### src/rtl/ff_unstuffer.sv
// JPEG entropy-coded byte unstuffer: drops the 00 after each FF and repacks the
// surviving bytes into 32-bit big-endian words.
module ff_unstuffer #(
    parameter int STUFF_CNT_W = 16
) (
    input  logic                   clk,
    input  logic                   rst,
    input  logic [31:0]            in_data,
    input  logic                   in_valid,
    input  logic                   in_last,
    input  logic [2:0]             in_nbytes,
    output logic                   in_ready,
    output logic [31:0]            out_data,
    output logic                   out_valid,
    output logic                   out_last,
    output logic [2:0]             out_nbytes,
    input  logic                   out_ready,
    output logic                   marker_det,
    output logic [STUFF_CNT_W-1:0] stuff_cnt
);
    // Handshake: a transfer happens on a rising edge where valid & ready are both
    // high; valid never waits for ready, and a stalled producer holds its payload.

    logic [7:0] acc [7];
    logic [2:0] cnt;
    logic       flush;
    logic       prev_ff;

    logic [7:0] fwd [4];
    logic [2:0] fwd_cnt;
    logic [1:0] drop_cnt;
    logic       marker_hit;
    logic       prev_ff_next;
    logic [2:0] nb;

    logic       pop;
    logic       accept;
    logic [7:0] acc_n [7];
    logic [2:0] cnt_n;

    logic [STUFF_CNT_W:0]   stuff_sum;
    logic [STUFF_CNT_W-1:0] stuff_next;

    always_comb begin : filter
        logic       p;
        logic [7:0] b;
        nb = in_last ? ((in_nbytes > 3'd4) ? 3'd4 : in_nbytes) : 3'd4;
        p          = prev_ff;
        fwd_cnt    = 3'd0;
        drop_cnt   = 2'd0;
        marker_hit = 1'b0;
        b          = 8'h00;
        for (int i = 0; i < 4; i++) fwd[i] = 8'h00;
        for (int i = 0; i < 4; i++) begin
            b = in_data[31-8*i -: 8];
            if (3'(i) < nb) begin
                if (p && b == 8'h00) begin
                    drop_cnt = drop_cnt + 2'd1;
                    p        = 1'b0;
                end else begin
                    if (p && b != 8'hFF) marker_hit = 1'b1;
                    fwd[fwd_cnt[1:0]] = b;
                    fwd_cnt           = fwd_cnt + 3'd1;
                    p                 = (b == 8'hFF);
                end
            end
        end
        prev_ff_next = p;
    end

    assign out_valid  = flush | (cnt >= 3'd4);
    assign out_last   = flush & (cnt <= 3'd4);
    assign out_nbytes = out_last ? cnt : ((cnt >= 3'd4) ? 3'd4 : 3'd0);

    always_comb begin
        for (int i = 0; i < 4; i++)
            out_data[31-8*i -: 8] = (3'(i) < cnt) ? acc[i] : 8'h00;
    end

    assign pop      = out_valid & out_ready;
    // A word is only taken when all four of its bytes are guaranteed to fit.
    assign in_ready = !flush & ((cnt <= 3'd3) | ((cnt >= 3'd4) & pop));
    assign accept   = in_valid & in_ready;

    always_comb begin
        for (int i = 0; i < 7; i++) acc_n[i] = acc[i];
        cnt_n = cnt;
        if (pop) begin
            if (out_last) begin
                for (int i = 0; i < 7; i++) acc_n[i] = 8'h00;
                cnt_n = 3'd0;
            end else begin
                acc_n[0] = acc[4];
                acc_n[1] = acc[5];
                acc_n[2] = acc[6];
                for (int i = 3; i < 7; i++) acc_n[i] = 8'h00;
                cnt_n = cnt - 3'd4;
            end
        end
        if (accept) begin
            for (int i = 0; i < 4; i++)
                if (3'(i) < fwd_cnt) acc_n[cnt_n + 3'(i)] = fwd[i];
            cnt_n = cnt_n + fwd_cnt;
        end
    end

    assign stuff_sum  = {1'b0, stuff_cnt} + (STUFF_CNT_W + 1)'(drop_cnt);
    assign stuff_next = stuff_sum[STUFF_CNT_W] ? {STUFF_CNT_W{1'b1}} : stuff_sum[STUFF_CNT_W-1:0];

    always_ff @(posedge clk or negedge rst) begin
        if (!rst) begin
            for (int i = 0; i < 7; i++) acc[i] <= 8'h00;
            cnt        <= 3'd0;
            flush      <= 1'b0;
            prev_ff    <= 1'b0;
            marker_det <= 1'b0;
            stuff_cnt  <= '0;
        end else begin
            for (int i = 0; i < 7; i++) acc[i] <= acc_n[i];
            cnt        <= cnt_n;
            marker_det <= accept & marker_hit;
            if (accept) begin
                prev_ff   <= prev_ff_next;
                stuff_cnt <= stuff_next;
                if (in_last) flush <= 1'b1;
            end else if (pop && out_last) begin
                flush   <= 1'b0;
                prev_ff <= 1'b0;
            end
        end
    end
endmodule

### config.mk
export PLATFORM = sky130hd
export DESIGN_NAME = ff_unstuffer
export DESIGN_NICKNAME = d
export VERILOG_FILES = /design/src/rtl/ff_unstuffer.sv
export SDC_FILE = /design/constraint.sdc
export NUM_CORES = 1
export LEC_CHECK = 0
export CAP_MARGIN = 20
export CORE_ASPECT_RATIO = 1.25
export CORE_MARGIN = 8
export CORE_UTILIZATION = 50
export DETAILED_ROUTE_END_ITERATION = 7
export PLACE_DENSITY = 0.79
export SYNTH_ARGS = -nofsm -noshare
export SYNTH_HDL_FRONTEND = slang
export SYNTH_SLANG_ARGS = --single-unit
### constraint.sdc
create_clock -name clk -period 5.9 [get_ports clk]
set_clock_uncertainty 0.15 [all_clocks]
set_input_delay 1.475 -clock clk [delete_from_list [all_inputs] [get_ports clk]]
set_output_delay 1.475 -clock clk [all_outputs]
set_load 0.005 [all_outputs]
==> impl_results.md <==
- Post-synth EDFFs: 0
- Synth top area share: 0.2385
- CP Data Required Time: ~6 ns
- Cell chain of the critical path: clkdlybuf4s50_1 -> or4b_4 -> or3_1 -> and2_0 -> ha_1 -> buf_4 -> and2_1 -> nor4_2 -> or2_2 -> ha_1 -> nand3_1 -> buf_4 -> o221ai_2 -> buf_12 -> a221oi_2 -> a211oi_1 -> o211ai_1
- Max FO, Critical Path: 9
- Final slew viol count: 0
- Root buf cell: clkbuf_16
- Port buffer count: 94
- Tot Pwr: 0.004022 W
- Synth warn: 0
- 1st-iter DRT viols: approximately 2,000
- Pin count of the biggest net entering global routing: between 50 and 60
- Post-Syn Instances: roughly 1,100
- Measured slew at the worst slew-check pin: 1.155 ns
- ANT cells: 0
- ANT nets after route: 0
- Final Hold Vio Count: 0
- Synth top area cells: dfrtp_1 (24%), nand2_1 (5.3%), a21oi_1 (4.6%), nand3_1 (4.3%), o211ai_1 (3.7%)
- Prevailing post-synth register cell: dfrtp_1
- WP buf/inv: 4
- # DRC: 4
- DR pass1 iterations: 8
- Leakage: roughly 4.7 nW
- Top delay family on crit path: simple AND/OR/NAND/NOR gates
- FF/Latch Area: roughly 2000 um^2
- Total Routing Usage GR: 0.3803
- CP Capture Type: flop
- Synthesis-to-finish area growth: 34.87%
- Final setup fails: 0
- Crit path DAT: ~6 ns
- Nets: 1,345
- Post-DR vias/cell: a little over 7
- Worst min path class: flop to flop
- Setup tns final: 0 ns
- Mapped Area: 8184 um^2
- # H-tree levels: 3
- Fmax achieved: about 0.17 GHz
- Via count of the first global-routing pass: 10,310
- Outcome: finished with violations
- CTS Buf Count: 9
- Register area share after synthesis: 0.2385
- Final wirelength: just under 40 mm
- Worst-path clk slew: 0.06 ns
- Multi-input gate area: ~6000 um^2
- Critical path class: primary input to flop
- Die W: 130.4 um
- Fin crit share: 0.9828
- HPWL Detailed: 29.25 mm
- Initial Util: 0.5072
- Area leader, netlist: dfrtp_1
- Worst R2R Setup Slack: between 1 and 1.5 ns
- Num rows: between 50 and 60
- Net Count, Synth: 1,122
- VDD IR max: about 0.33 mV
- Failing checks: design-rule violations
- Fill cells: 1,468
- Slew HR: 0.2282
- Gr ovfl total: 0
- IO Pins: between 90 and 100
- Layout cells sized above 1: 0.2164
- Synth Register Bits: just under 80
- Clk_lat worst skew: approximately 0.37 ns
- CTS tree: done
- Routability congestion estimate: 1.109
- Pwr Density: approximately 360 nW/um^2
- Syn avg cell area: 7.670 um^2
- Die H: ~160 um
- Yosys cell types: 80
- Global-route wire length before repair: a little over 60 mm
- Unrepaired setup endpoints after global routing: true
- CP max-delay cell: or4b_4
- DIE AREA: between 20,000 and 25,000 um^2
- # clock sinks: between 70 and 80
- Crit-path max cell delay: around 0.54 ns
- Cts hold-fix bufs: 0
- CP Launch Type: primary input
- Max-Cap Viols: 0
- Initial antenna violation count: 1
- Async SR Flop Fraction: 1.000
- Via count: about 11,000
- WL/cell: between 20 and 30 um
- Post-layout min period: about 5.8 ns
- Core Area: roughly 16,000 um^2
- Max clock buf depth: 2
kinds of logic after synthesis:
group | Yosys count | share of synthesized area
muxes | 19 | 0.02415
buffers and inverters | 106 | 0.05060
xor gates and xnor gates | 18 | 0.01926
adders and majority gates | 15 | 0.02477
AOI/OAI and AO/OA | 402 | 0.3740
and+or+nand+nor | 429 | 0.2688
DFF | 78 | 0.2385
worst min-delay path: cells and delay by family, from the launching register on:
kind	cells	cell delay (ns)
AOI/OAI and AO/OA	1	0.07
and+or+nand+nor	1	0.06
DFF	1	0.36
what timing repair did:
item	4_1_cts	5_1_grt
gates cloned	0	0
pin swaps	0	2
setup buffers	0	1
endpoints found under the setup margin	9	46
gates resized for setup	2	30
endpoints found under the hold margin	0	0
flip-flops by register name, summed over array words and instances (netlist names):
register    count
stuff_cnt      16
flush           1
cnt             3
marker_det      1
prev_ff         1
acc            56
synth_stat cells (all sizes together) (16+ instances only):
library cell  number
nand2            115
dfrtp             78
a21oi             76
nand3             72
nor2              64
clkbuf            59
o211ai            40
o21ai             40
nor2b             35
and3              32
a221oi            31
o31ai             28
and2              27
inv               26
a211oi            23
nor3              22
o221ai            22
buf               20
a21o              18
a31oi             18
a32oi             17
nand4             17
a2111oi           16
routing by layer:
metal / global-route usage / up-vias / wire length, um
li1: - / 4619 / -
met1: 0.4373 / 4907 / 13900
met2: 0.5728 / 869 / 17700
met3: 0.1267 / 259 / 4583
met4: 0.2810 / 2 / 3336
met5: 0 / - / 12
report_power, final:
group	switching, W	internal, W	leakage, nW
registers	0.000132	0.000696	1.04
clock network	0.000255	0.000282	0.131
logic	0.00158	0.00108	3.50
area by class of cell:
cell class,count,area share
Timing Repair Buffer,291,0.2235
Inverter,27,0.009182
Multi-Input combinational cell,883,0.5419
Clock buffer,9,0.02040
Tap cell,216,0.02448
Clock inverter,6,0.003627
Sequential cell,78,0.1768
final timing paths:
path / start / depth (start not counted) / to
max: in_data[29] / 17 / acc[54]
max in group asynchronous: rst / 2 / stuff_cnt[7]
min reg2reg: acc[11] / 2 / acc[11]
min: acc[11] / 2 / acc[11]
max reg2reg: prev_ff / 16 / acc[54]
min in group asynchronous: rst / 1 / acc[49]
cell usage in the layout, fill, tap and decap left out, types with 21 or more instances in the layout:
| cell | instances |
|---|---|
| a21oi_1 | 75 |
| nand3_1 | 71 |
| a211oi_1 | 21 |
| inv_1 | 26 |
| buf_4 | 194 |
| dfrtp_1 | 78 |
| nor2b_1 | 35 |
| o21ai_0 | 36 |
| clkdlybuf4s50_1 | 93 |
| and3_1 | 32 |
| nor2_1 | 61 |
| o211ai_1 | 40 |
| nand2_1 | 113 |
| and2_1 | 22 |
| o31ai_1 | 27 |
per-stage QoR:
step	instances	setup slack (ns)	utilization	instance area (um^2)	hold WS, ns
5_1_grt	1510	-0.03887	0.6841	11040	0.4103
3_3_place_gp	1494	-0.2251	0.6583	10620	0.3544
6_report	1510	0.1014	0.6841	11040	0.3796
4_1_cts	1509	0.02036	0.6751	10890	0.3741
3_5_place_dp	1494	-0.4373	0.6583	10620	0.3574
2_1_floorplan	1067	0.01122	-	8199	0.3241
Note: power is estimated with default switching activity, not from simulation.
